**src/rtl/npu_pkg.sv**
```systemverilog
// Shared state encoding and default geometry for the convolution window sequencer.
package npu_pkg;

  localparam int KERNEL_H = 3;
  localparam int DEF_IN_H = 16;
  localparam int DEF_IN_W = 15;
  localparam int DEF_K_W  = 3;

  typedef enum logic [2:0] {
    IDLE,
    CLR,
    LOAD,
    WAIT,
    CAL,
    MINUS,
    EMIT,
    DONE
  } conv_state_e;

endpackage

```
**src/rtl/npu_win_pos_cnt.sv**
```systemverilog
// Output-window position (row/column) and per-window column load-beat counters.
module npu_win_pos_cnt
  import npu_pkg::*;
#(
  parameter int  IN_H  = DEF_IN_H,
  parameter int  IN_W  = DEF_IN_W,
  parameter int  K_W   = DEF_K_W,
  localparam int OUT_H = IN_H - KERNEL_H + 1,
  localparam int OUT_W = IN_W - K_W + 1,
  localparam int RW    = $clog2(IN_H),
  localparam int CW    = $clog2(IN_W)
) (
  input  logic          clk,
  input  logic          rst,
  input  logic          pos_clr_i,
  input  logic          adv_i,
  input  logic          beat_clr_i,
  input  logic          beat_inc_i,
  output logic [RW-1:0] row_o,
  output logic [CW-1:0] col_o,
  output logic [CW-1:0] beat_o,
  output logic          col_wrap_o,
  output logic          last_pos_o,
  output logic          last_beat_o
);

  logic [RW-1:0] row_q, row_d;
  logic [CW-1:0] col_q, col_d;
  logic [CW-1:0] beat_q, beat_d;

  assign row_o      = row_q;
  assign col_o      = col_q;
  assign beat_o     = beat_q;
  assign col_wrap_o = (col_q == CW'(OUT_W - 1));
  assign last_pos_o = col_wrap_o && (row_q == RW'(OUT_H - 1));

  // Column 0 reloads the whole kernel width; later columns slide in one new column.
  assign last_beat_o = (col_q != '0) || (beat_q == CW'(K_W - 1));

  always_comb begin
    row_d = row_q;
    col_d = col_q;
    if (pos_clr_i) begin
      row_d = '0;
      col_d = '0;
    end else if (adv_i) begin
      if (last_pos_o) begin
        row_d = '0;
        col_d = '0;
      end else if (col_wrap_o) begin
        row_d = row_q + 1'b1;
        col_d = '0;
      end else begin
        col_d = col_q + 1'b1;
      end
    end
  end

  always_comb begin
    beat_d = beat_q;
    if (beat_clr_i) begin
      beat_d = '0;
    end else if (beat_inc_i) begin
      beat_d = beat_q + 1'b1;
    end
  end

  always_ff @(posedge clk) begin
    if (rst) begin
      row_q  <= '0;
      col_q  <= '0;
      beat_q <= '0;
    end else begin
      row_q  <= row_d;
      col_q  <= col_d;
      beat_q <= beat_d;
    end
  end

endmodule

```
**src/rtl/npu_conv_seq.sv**
```systemverilog
// Full-layer sweep sequencer for a 3-row PE convolution array: column fetch,
// PE accumulate/negate phases and result handshake per output position.
module npu_conv_seq
  import npu_pkg::*;
#(
  parameter int  IN_H = DEF_IN_H,
  parameter int  IN_W = DEF_IN_W,
  parameter int  K_W  = DEF_K_W,
  localparam int RW   = $clog2(IN_H),
  localparam int CW   = $clog2(IN_W)
) (
  input  logic          clk,
  input  logic          rst,
  input  logic          start,
  input  logic          abort,
  output logic          busy,
  output logic          done,
  output logic          col_rd_en,
  output logic [RW-1:0] col_rd_row,
  output logic [CW-1:0] col_rd_col,
  output logic          img_load_en,
  output logic          img_clr,
  output logic          pe_clr,
  output logic          pe_ready,
  output logic          sel_neg,
  output logic          w_shift,
  output logic          out_valid,
  input  logic          out_ready,
  output logic [RW-1:0] out_row,
  output logic [CW-1:0] out_col
);

  conv_state_e   state_q, state_d;
  logic          img_load_en_q;
  logic [RW-1:0] pos_row;
  logic [CW-1:0] pos_col;
  logic [CW-1:0] beat;
  logic          col_wrap;
  logic          last_pos;
  logic          last_beat;
  logic          pos_clr;
  logic          pos_adv;

  assign pos_clr = abort || ((state_q == IDLE) && start);
  assign pos_adv = (state_q == EMIT) && out_ready && !abort;

  npu_win_pos_cnt #(
    .IN_H (IN_H),
    .IN_W (IN_W),
    .K_W  (K_W)
  ) u_pos_cnt (
    .clk         (clk),
    .rst         (rst),
    .pos_clr_i   (pos_clr),
    .adv_i       (pos_adv),
    .beat_clr_i  (state_q == CLR),
    .beat_inc_i  (state_q == LOAD),
    .row_o       (pos_row),
    .col_o       (pos_col),
    .beat_o      (beat),
    .col_wrap_o  (col_wrap),
    .last_pos_o  (last_pos),
    .last_beat_o (last_beat)
  );

  assign out_row     = pos_row;
  assign out_col     = pos_col;
  assign img_load_en = img_load_en_q;

  always_ff @(posedge clk) begin
    if (rst) begin
      state_q       <= IDLE;
      img_load_en_q <= 1'b0;
    end else begin
      state_q       <= state_d;
      // The image buffer answers one cycle after the read; a dropped sweep must not load.
      img_load_en_q <= col_rd_en && !abort;
    end
  end

  always_comb begin
    state_d    = state_q;
    busy       = (state_q != IDLE);
    done       = 1'b0;
    pe_clr     = 1'b0;
    img_clr    = 1'b0;
    col_rd_en  = 1'b0;
    col_rd_row = '0;
    col_rd_col = '0;
    pe_ready   = 1'b0;
    sel_neg    = 1'b0;
    w_shift    = 1'b0;
    out_valid  = 1'b0;

    case (state_q)
      IDLE: begin
        if (start) state_d = CLR;
      end
      CLR: begin
        pe_clr  = 1'b1;
        img_clr = (pos_col == '0);
        state_d = LOAD;
      end
      LOAD: begin
        col_rd_en  = 1'b1;
        col_rd_row = pos_row;
        col_rd_col = (pos_col == '0) ? beat : pos_col + CW'(K_W - 1);
        if (last_beat) state_d = WAIT;
      end
      WAIT: begin
        state_d = CAL;
      end
      CAL: begin
        pe_ready = 1'b1;
        state_d  = MINUS;
      end
      MINUS: begin
        pe_ready = 1'b1;
        sel_neg  = 1'b1;
        w_shift  = 1'b1;
        state_d  = EMIT;
      end
      EMIT: begin
        out_valid = 1'b1;
        if (out_ready) state_d = last_pos ? DONE : CLR;
      end
      DONE: begin
        done    = 1'b1;
        state_d = IDLE;
      end
      default: state_d = IDLE;
    endcase

    // Abort outranks every transition, including a simultaneous start in IDLE.
    if (abort) state_d = IDLE;
  end

  logic unused_col_wrap;
  assign unused_col_wrap = col_wrap;

endmodule

```
**config.mk**
```make
export PLATFORM = sky130hd
export DESIGN_NAME = npu_conv_seq
export DESIGN_NICKNAME = d
export VERILOG_FILES = /design/src/rtl/npu_pkg.sv /design/src/rtl/npu_win_pos_cnt.sv /design/src/rtl/npu_conv_seq.sv
export SDC_FILE = /design/constraint.sdc
export NUM_CORES = 1
export LEC_CHECK = 0
export CORE_ASPECT_RATIO = 0.8
export CORE_MARGIN = 4
export CORE_UTILIZATION = 41
export CTS_CLUSTER_DIAMETER = 120
export DETAILED_ROUTE_END_ITERATION = 12
export GPL_ROUTABILITY_DRIVEN = 0
export PLACE_DENSITY = 0.75
export SYNTH_ARGS = -nofsm -noshare
export SYNTH_HDL_FRONTEND = slang
export SYNTH_HIERARCHICAL = 1
export SYNTH_SLANG_ARGS = --single-unit
```
**constraint.sdc**
```tcl
create_clock -name clk -period 1.78 [get_ports clk]
set_input_delay 0.356 -clock clk [delete_from_list [all_inputs] [get_ports clk]]
set_output_delay 0.356 -clock clk [all_outputs]
set_load 0.02 [all_outputs]
```
==> reports/metrics.cfg, run 1 <==
[worst_setup_path]
worst_ep_required_time_ns = 1.42
reg2reg_from = state_q[2]
cp_cell_sequence = or4_4 > a211oi_2 > buf_4
critPathKind = reg -> out
crit_arrival_ns = 1.59
crit_fanout = 5
r2r_cells = 6
cpPeakStageDelay_ns = 0.59
r2r-end = u_pos_cnt/row_o[1]
ff2ff_setup_slack_ns = 0.05
critPathLaunchType = flip-flop
slowest_stage = or4_4
crit_path_end_kind = output pin

[route]
first_iter_violations = 49
drtAntennaViolNets = 0
wire_per_inst_um = 16.0
drt-vias-per-instance = 5.59
drt_pass1_iterations = 4
wirelength_mm = 3.30
vias = 1151
post-route-drc-count = 0

[sta]
setup_ws_ns = -0.167
finalCriticalPeriod_ns = 1.95
finalSetupViolations = 4
finalHoldViolations = 0
slew_headroom = 0.778
fin_skew_ns = 0.00144
post-route-period-util = 1.09
fmax_mhz = 514
rsz0062_at_grt = yes
slew_violations = 0
tightest_slew_ns = 0.325
fin_hold_ws_ns = 0.516

[synth]
synth_nets = 135
ys_ff_latch = 16
ys_types = 37
syn_inst = 123
avgSynthCellArea_sq_um = 8.09
syn_area_sq_um = 995
yosys_warnings = 6
seq_area_frac_synth = 0.322

[power]
p_per_area_nw_per_um2 = 419
ir_drop_v = 0.000276
leakage_nw = 0.776

[global_routing]
grt_pass1_vias = 1053
antenna_found_initial = 0
grt_use_total = 0.200
grt.overflow.total = 0
grt_max_degree = 12
grt_pass1_wl_mm = 5.21

[final_layout]
seqCellArea_sq_um = 330
synthToLayoutAreaGrowth_pct = 64.7
final_core_util = 0.733
nNetsFinal = 194
multi_input_area_sq_um = 716
layout-drive-gt1-share = 0.414
nFillCells = 165
num_antenna_cells = 0

[die]
core_area_sq_um = 2230
die-area_sq_um = 3280
ios = 31
initial_core_util = 0.445
die_w_um = 63.1
num_rows = 15
die_h_um = 52.1

[clock_tree]
holdBufCountCts = 0
htreeDepth = 1
cts_buffers = 3
cts_max_path_buffers = 2
root_buffer = clkbuf_4
cts_tree = yes
clk_pin_slew_worst_paths_ns = 0.10
cts_sinks = 16
clk_latency_ns = 0.29

[outcome]
violations = setup timing
status = finished with violations

[job]
drv_cap = 0

[placement]
hpwl_mm = 2.16
io_buffer_count = 30
dpl_worst_slack_ns = -0.287

[min_path]
min_path_cells = 2
min_from = u_pos_cnt/row_o[0]
hold_end = u_pos_cnt/row_o[0]
hold_path_class = reg -> reg

==> worst max-delay path, delay by kind of cell, from the launching register on <==
kind | cells | cell delay, ns
AOI/OAI and AO/OA | 1 | 0.20
buffers and inverters | 1 | 0.17
DFF | 1 | 0.34
and+or+nand+nor | 1 | 0.59
==> cells in the final DEF, fill, tap and decap left out, types with 2 or more instances in the layout <==
cell	Yosys	layout
nor2b_1	3	2
xor2_1	3	3
xnor2_1	2	2
clkdlybuf4s50_1	0	5
nand2b_4	0	2
clkbuf_4	0	3
and2_1	6	4
nand4_1	3	3
buf_2	1	5
a21oi_1	10	8
buf_6	0	5
inv_2	0	2
ha_1	7	6
nor4_4	0	2
nand3b_1	3	3
dfxtp_2	0	5
dfxtp_1	16	10
nor2_1	8	7
and3_1	3	2
or3_1	4	4
nor3_1	8	7
o21ai_0	2	2
buf_4	1	29
nand2_1	11	10
dlymetal6s2s_1	0	3
a21oi_2	1	3
nand3_1	2	2
inv_1	8	5
dlygate4sd2_1	0	8
==> cells in the mapped netlist <==
library cell / count / area (sq um)
nand3b_1: 3 / 22.5
a21oi_2: 1 / 8.76
nor3_1: 8 / 40.0
a21oi_1: 10 / 50.1
a41oi_1: 1 / 8.76
a2111oi_0: 1 / 8.76
a311oi_1: 1 / 8.76
nor2b_1: 3 / 18.8
mux2_2: 1 / 11.3
o22ai_1: 1 / 6.26
o21bai_1: 1 / 7.51
mux2i_1: 1 / 10.0
buf_2: 1 / 5.00
or3_1: 4 / 25.0
and4_4: 1 / 11.3
xnor2_1: 2 / 17.5
inv_1: 8 / 30.0
a211oi_2: 1 / 12.5
or2_2: 1 / 6.26
xor2_1: 3 / 26.3
or4_4: 1 / 11.3
dfxtp_1: 16 / 320
a31oi_1: 1 / 6.26
nand4_1: 3 / 18.8
ha_1: 7 / 87.6
and2_1: 6 / 37.5
clkbuf_1: 2 / 7.51
nand3_1: 2 / 10.0
nand2b_1: 2 / 12.5
nor2_1: 8 / 30.0
nor4_1: 3 / 18.8
nand2_1: 11 / 41.3
o21ai_0: 2 / 10.0
and3_1: 3 / 18.8
buf_4: 1 / 7.51
nor4_2: 1 / 12.5
and3b_1: 1 / 8.76
==> state kept, by name, indices dropped and copies added, names as in the netlist <==
register	cells
u_pos_cnt/col_o	4
img_load_en	1
u_pos_cnt/row_o	4
state_q	3
u_pos_cnt/beat_o	4
==> layout make-up <==
class                      count  share of cell area
sequential                    16               0.202
timing repair buffer          58               0.300
inverter                       8              0.0199
clock buffer                   4              0.0222
tap                           25              0.0191
multi-input combinational     95               0.437
==> layer usage <==
layer  up-vias  GRT usage  share of wire
met5         -          0              0
met4         0     0.0220         0.0036
met3         2     0.0626          0.076
met2        52      0.315           0.47
met1       542      0.275           0.45
li1        555          -              -
==> cell families (layout without fill, tap and decap cells) <==
family                     count (synthesis)  after routing  share of synthesized area
and+or+nand+nor                           61             61                      0.346
AOI/OAI and AO/OA                         20             20                      0.128
DFF                                       16             16                      0.322
buffers and inverters                     12             70                     0.0503
adders and majority gates                  7              7                     0.0880
xor gates and xnor gates                   5              5                     0.0440
muxes                                      2              2                     0.0214
==> report_power, final <==
group / switching [mW] / internal, mW / total (mW) / leakage [nW]
clock network: 0.127 / 0.125 / 0.251 / 0.0210
logic: 0.0368 / 0.0363 / 0.0731 / 0.622
registers: 0.00250 / 0.359 / 0.362 / 0.132
total: 0.166 / 0.520 / 0.686 / 0.776
==> per-stage QoR <==
stage / total power, mW / area (sq um) / setup TNS (ns) / std cells
after floorplan: 0.397 / 997 / 0 / 123
after global placement: 0.436 / 1490 / -2.23 / 198
after detailed placement: 0.437 / 1490 / -2.61 / 198
after CTS: 0.685 / 1540 / -0.559 / 204
after global routing: 0.716 / 1640 / -0.921 / 206
final: 0.686 / 1640 / -0.508 / 206
==> repair_timing <==
action / 4_1_cts / 5_1_grt
setup buffers: 2 / 2
pin swaps: 3 / 3
gates resized for setup: 78 / 29
endpoints found under the setup margin: 23 / 19
==> worst max path at each step <==
| stage | from | slack [ns] | to | cells after the start |
|---|---|---|---|---|
| 6_report | u_pos_cnt/col_o[0] | -0.17 | col_rd_col[3] | 3 |
| 5_1_grt | u_pos_cnt/col_o[0] | -0.23 | col_rd_col[3] | 3 |
| 4_1_cts | u_pos_cnt/col_o[0] | -0.17 | col_rd_col[3] | 3 |
| 3_5_place_dp | state_q[1] | -0.29 | col_rd_row[1] | 5 |
| 3_3_place_gp | u_pos_cnt/col_o[0] | -0.25 | col_rd_col[3] | 3 |
| 2_1_floorplan | u_pos_cnt/col_o[0] | 0.001 | img_clr | 2 |
(Power assumes the default switching activity.)
==> run 2, diff against run 1 <==
--- a/config.mk
+++ b/config.mk
@@ -7,11 +7,10 @@
 export LEC_CHECK = 0
 export CORE_ASPECT_RATIO = 0.8
 export CORE_MARGIN = 4
-export CORE_UTILIZATION = 41
+export CORE_UTILIZATION = 45
 export CTS_CLUSTER_DIAMETER = 120
 export DETAILED_ROUTE_END_ITERATION = 12
-export GPL_ROUTABILITY_DRIVEN = 0
-export PLACE_DENSITY = 0.75
+export PLACE_DENSITY = 0.78
 export SYNTH_ARGS = -nofsm -noshare
 export SYNTH_HDL_FRONTEND = slang
 export SYNTH_HIERARCHICAL = 1
==> constraint.sdc (replaced) <==
create_clock -name clk -period 2 [get_ports clk]
set_input_delay 0.4 -clock clk [delete_from_list [all_inputs] [get_ports clk]]
set_output_delay 0.4 -clock clk [all_outputs]
set_load 0.02 [all_outputs]
==> reports/metrics.cfg, run 2 (same netlist as run 1, synthesis figures left out) <==
[clock_tree]
htreeDepth = 1  ; unchanged
root_buffer = clkbuf_4
cts_sinks = 16  ; unchanged
cts_buffers = 3  ; unchanged
clk_pin_slew_worst_paths_ns = 0.11  ; about the same
cts_max_path_buffers = 2  ; unchanged
holdBufCountCts = 0  ; unchanged
cts_tree = yes
clk_latency_ns = 0.30  ; about the same

[placement]
dp_cells = 190  ; -4.0%
place_area_sq_um = 1430  ; -3.7%
io_buffer_count = 30  ; unchanged
hpwl_mm = 2.24  ; +3.7%
dpl_worst_slack_ns = -0.119  ; +0.168 ns
gp_congestion = 0.805

[final_layout]
seqCellArea_sq_um = 323  ; -2.3%
design_area_sq_um = 1480  ; -9.5%
final_core_util = 0.748  ; +0.0151
nFillCells = 165  ; unchanged
layout-drive-gt1-share = 0.285  ; -0.129
layout.cells.non_filler = 196  ; -4.9%
num_antenna_cells = 0  ; unchanged
synthToLayoutAreaGrowth_pct = 48.9
nNetsFinal = 185  ; -4.6%
layout_commonest_cell = buf_4
multi_input_area_sq_um = 658  ; -8.0%
final_cell_mix = buf_4, dfxtp_1, clkdlybuf4s50_1, nand2_1, a21oi_1

[sta]
slew_headroom = 0.777  ; -0.00127
fmax_mhz = 502
setup_ws_ns = 0.00993  ; +0.177 ns
fin_skew_ns = 0.0132  ; +0.0118 ns
fin_hold_ws_ns = 0.558  ; +0.0421 ns
tns_ns = 0  ; +0.508 ns
finalHoldViolations = 0  ; unchanged
tightest_slew_ns = 0.327  ; +0.00186 ns
finalCriticalPeriod_ns = 1.99
post-route-period-util = 0.995
rsz0062_at_grt = yes
finalSetupViolations = 0  ; -4
slew_violations = 0  ; unchanged

[worst_setup_path]
crit_arrival_ns = 1.59  ; about the same
critPathLaunchType = flip-flop
r2r_cells = 7  ; +1
crit_fanout = 5  ; unchanged
critPathKind = reg -> out
worst_ep_required_time_ns = 1.60  ; +0.18 ns
crit_path_end_kind = output pin

[die]
ios = 31  ; unchanged
die_h_um = 50.1  ; -3.9%
initial_core_util = 0.503  ; +0.0572
core_area_sq_um = 1980  ; -11%
num_rows = 14  ; -1
die_w_um = 60.6  ; -4.0%
die-area_sq_um = 3030  ; -7.7%

[route]
drt_pass1_iterations = 4  ; unchanged
drtAntennaViolNets = 0  ; unchanged
routed.top_layer = met4
wirelength_mm = 3.15  ; -4.5%
wirelength_met1_mm = 1.50  ; +1.7%
route.met3.wl_um = 146  ; -42%
route.met2.wl_mm = 1.48  ; -5.4%
first_iter_violations = 35  ; -29%
drt-vias-per-instance = 5.56  ; -0.56%
post-route-drc-count = 0  ; unchanged
wire_per_inst_um = 16.1  ; +0.35%
vias = 1089  ; -5.4%

[global_routing]
antenna_found_initial = 0  ; unchanged
grt_pass1_wl_mm = 5.26  ; +1.1%
grt_max_degree = 12  ; unchanged
grt.overflow.total = 0  ; unchanged
grt_use_total = 0.229  ; +0.0291
grt_pass1_vias = 1098  ; +4.3%

[power]
ir_drop_v = 0.000345  ; +25%
total_power_uw = 608  ; -11%
leakage_nw = 0.659  ; -15%
p_per_area_nw_per_um2 = 410  ; -2.0%

[min_path]
min_path_cells = 2  ; unchanged
hold_path_class = reg -> reg

[job]
drv_cap = 0  ; unchanged

[outcome]
status = finished clean

-- run 2: repair_timing --
action / in CTS / in global routing
endpoints found under the setup margin: 15 / 14
buffers inserted: 2 / 0
pin swaps: 0 / 0
resized for setup: 36 / 25
-- run 2: worst max-delay path, cell delays in order, from the launching register on --
cell	delay, ns
dfxtp_2	0.33
or4_4	0.58
a211oi_2	0.22
buf_4	0.17
-- run 2: path summary, 6_finish.rpt --
kind	start	end	slack [ns]
worst min-delay path	u_pos_cnt/beat_o[1]	u_pos_cnt/beat_o[1]	0.56
worst max-delay path	u_pos_cnt/col_o[0]	col_rd_col[3]	0.01
worst min register to register	u_pos_cnt/beat_o[1]	u_pos_cnt/beat_o[1]	0.56
worst max register to register	state_q[1]	u_pos_cnt/row_o[1]	0.16
-- run 2: cell type report --
class | instances | area share
clock buffer | 4 | 0.0245
inverter | 8 | 0.0203
multi-input combinational | 95 | 0.444
sequential | 16 | 0.218
tap | 24 | 0.0203
timing repair buffer | 49 | 0.273
-- run 2: per-layer routing --
metal | GRT usage | vias to the layer above
li1 | - | 535
met1 | 0.300 | 521
met2 | 0.375 | 29
met3 | 0.0679 | 4
met4 | 0.0325 | 0
met5 | 0 | -
-- run 2: report_power, final --
| group | switching, mW | leakage, nW | total, mW | internal (mW) |
|---|---|---|---|---|
| registers | 0.00258 | 0.130 | 0.323 | 0.321 |
| logic | 0.0302 | 0.508 | 0.0588 | 0.0286 |
| clock network | 0.115 | 0.0210 | 0.226 | 0.111 |
| total | 0.148 | 0.659 | 0.608 | 0.460 |
==> run 3, diff against run 2 <==
--- a/config.mk
+++ b/config.mk
@@ -5,7 +5,7 @@
 export SDC_FILE = /design/constraint.sdc
 export NUM_CORES = 1
 export LEC_CHECK = 0
-export CORE_ASPECT_RATIO = 0.8
+export CORE_ASPECT_RATIO = 0.7
 export CORE_MARGIN = 4
 export CORE_UTILIZATION = 45
 export CTS_CLUSTER_DIAMETER = 120
==> reports/metrics.cfg, run 3 (same netlist as run 1, synthesis figures left out) <==
[outcome]
status = finished clean

[route]
wire_per_inst_um = 16.0  ; -0.44%
first_iter_violations = 132  ; +280%
vias = 1118  ; +2.7%
post-route-drc-count = 0  ; unchanged
drt-vias-per-instance = 5.48  ; -1.4%
wirelength_mm = 3.26  ; +3.6%
drtAntennaViolNets = 0  ; unchanged
drt_pass1_iterations = 4  ; unchanged

[power]
p_per_area_nw_per_um2 = 403  ; -1.8%
ir_drop_v = 0.000310  ; -10%
leakage_nw = 0.709  ; +7.5%

[placement]
io_buffer_count = 30  ; unchanged
place_area_sq_um = 1440  ; +0.52%
hpwl_mm = 2.39  ; +6.6%
gp_congestion = 0.844  ; +4.9%
dp_cells = 196  ; +3.2%

[final_layout]
final_core_util = 0.758  ; +0.00937
num_antenna_cells = 0  ; unchanged
synthToLayoutAreaGrowth_pct = 49.9
layout-drive-gt1-share = 0.270  ; -0.0148
final_cell_mix = buf_4, dfxtp_1, nand2_1, clkdlybuf4s50_1, a21oi_1
layout.cells.non_filler = 204  ; +4.1%
nNetsFinal = 187  ; +1.1%
design_area_sq_um = 1490  ; +0.68%
layout_commonest_cell = buf_4

[sta]
slew_violations = 0  ; unchanged
fmax_mhz = 505  ; +0.53%
fin_skew_ns = 0.00293  ; -0.0103 ns
finalSetupViolations = 0  ; unchanged
tns_ns = 0  ; unchanged
post-route-period-util = 0.990  ; -0.00528
fin_hold_ws_ns = 0.570  ; +0.0118 ns
tightest_slew_ns = 0.368  ; +0.0418 ns
slew_headroom = 0.748  ; -0.0286
finalHoldViolations = 0  ; unchanged
rsz0062_at_grt = yes
finalCriticalPeriod_ns = 1.98  ; -0.0106 ns

[global_routing]
grt_use_total = 0.225  ; -0.00452
grt_max_degree = 12  ; unchanged
grt.overflow.total = 0  ; unchanged
grt_pass1_vias = 1074  ; -2.2%
grt_pass1_wl_mm = 5.07  ; -3.7%
antenna_found_initial = 0  ; unchanged

[clock_tree]
cts_tree = yes
clk_pin_slew_worst_paths_ns = 0.09  ; -0.02 ns
root_buffer = clkbuf_4
cts_sinks = 16  ; unchanged
holdBufCountCts = 0  ; unchanged
cts_buffers = 3  ; unchanged
clk_latency_ns = 0.29  ; about the same
htreeDepth = 1  ; unchanged
cts_max_path_buffers = 2  ; unchanged

[die]
die_h_um = 47.3  ; -5.4%
num_rows = 13  ; -1
ios = 31  ; unchanged
die_w_um = 64.2  ; +6.0%
die-area_sq_um = 3040  ; +0.24%
core_area_sq_um = 1970  ; -0.57%
initial_core_util = 0.505  ; +0.00288

[worst_setup_path]
critPathLaunchType = flip-flop
worst_ep_required_time_ns = 1.60  ; about the same
crit_arrival_ns = 1.58  ; about the same
crit_fanout = 5  ; unchanged
critPathKind = reg -> out
crit_path_end_kind = output pin

[job]
drv_cap = 0  ; unchanged

[min_path]
hold_path_class = reg -> reg

[run 3: worst paths after layout]
kind	startpoint	end	slack [ns]	depth (start not counted)
setup / recovery	u_pos_cnt/col_o[1]	col_rd_col[3]	0.02	3
hold / removal	u_pos_cnt/beat_o[1]	u_pos_cnt/beat_o[1]	0.57	2
setup reg to reg	state_q[1]	u_pos_cnt/row_o[1]	0.18	7
hold reg to reg	u_pos_cnt/beat_o[1]	u_pos_cnt/beat_o[1]	0.57	2
[run 3: final cells by class]
cell class,count,area (sq um)
repair buffers,51,423
multi-input cells,95,643
inverters,8,30.0
fillers,155,477
flip-flops and latches,16,322
clock buffers,4,36.3
well taps,30,37.5
[run 3: routing by layer]
metal | vias to the layer above | track usage | routed length (um)
li1 | 544 | - | -
met1 | 509 | 0.272 | 1410
met2 | 59 | 0.382 | 1520
met3 | 6 | 0.0598 | 256
met4 | 0 | 0.113 | 74
met5 | - | 0 | 0
[run 3: through the flow]
step                setup slack, ns  power [mW]
finish                       0.0205       0.601
global route                -0.0456       0.626
CTS                         0.00825       0.602
detailed placement          -0.0953       0.389
global placement            -0.0769       0.387
floorplan                     0.147       0.354
[run 3: timing repair]
action,in CTS,in global routing
endpoints found under the setup margin,15,14
resized for setup,36,19
buffers inserted,0,4
pin swaps,1,1
[run 3: critical path, cell delays in order, from the launching register on]
cell and delay, ns:
dfxtp_2 0.33, or4_4 0.58, a211oi_2 0.21, buf_4 0.17
[run 3: where the power goes]
group / switching [mW] / internal (mW)
sequential: 0.00212 / 0.321
combinational: 0.0303 / 0.0288
clock: 0.108 / 0.111
total: 0.141 / 0.461
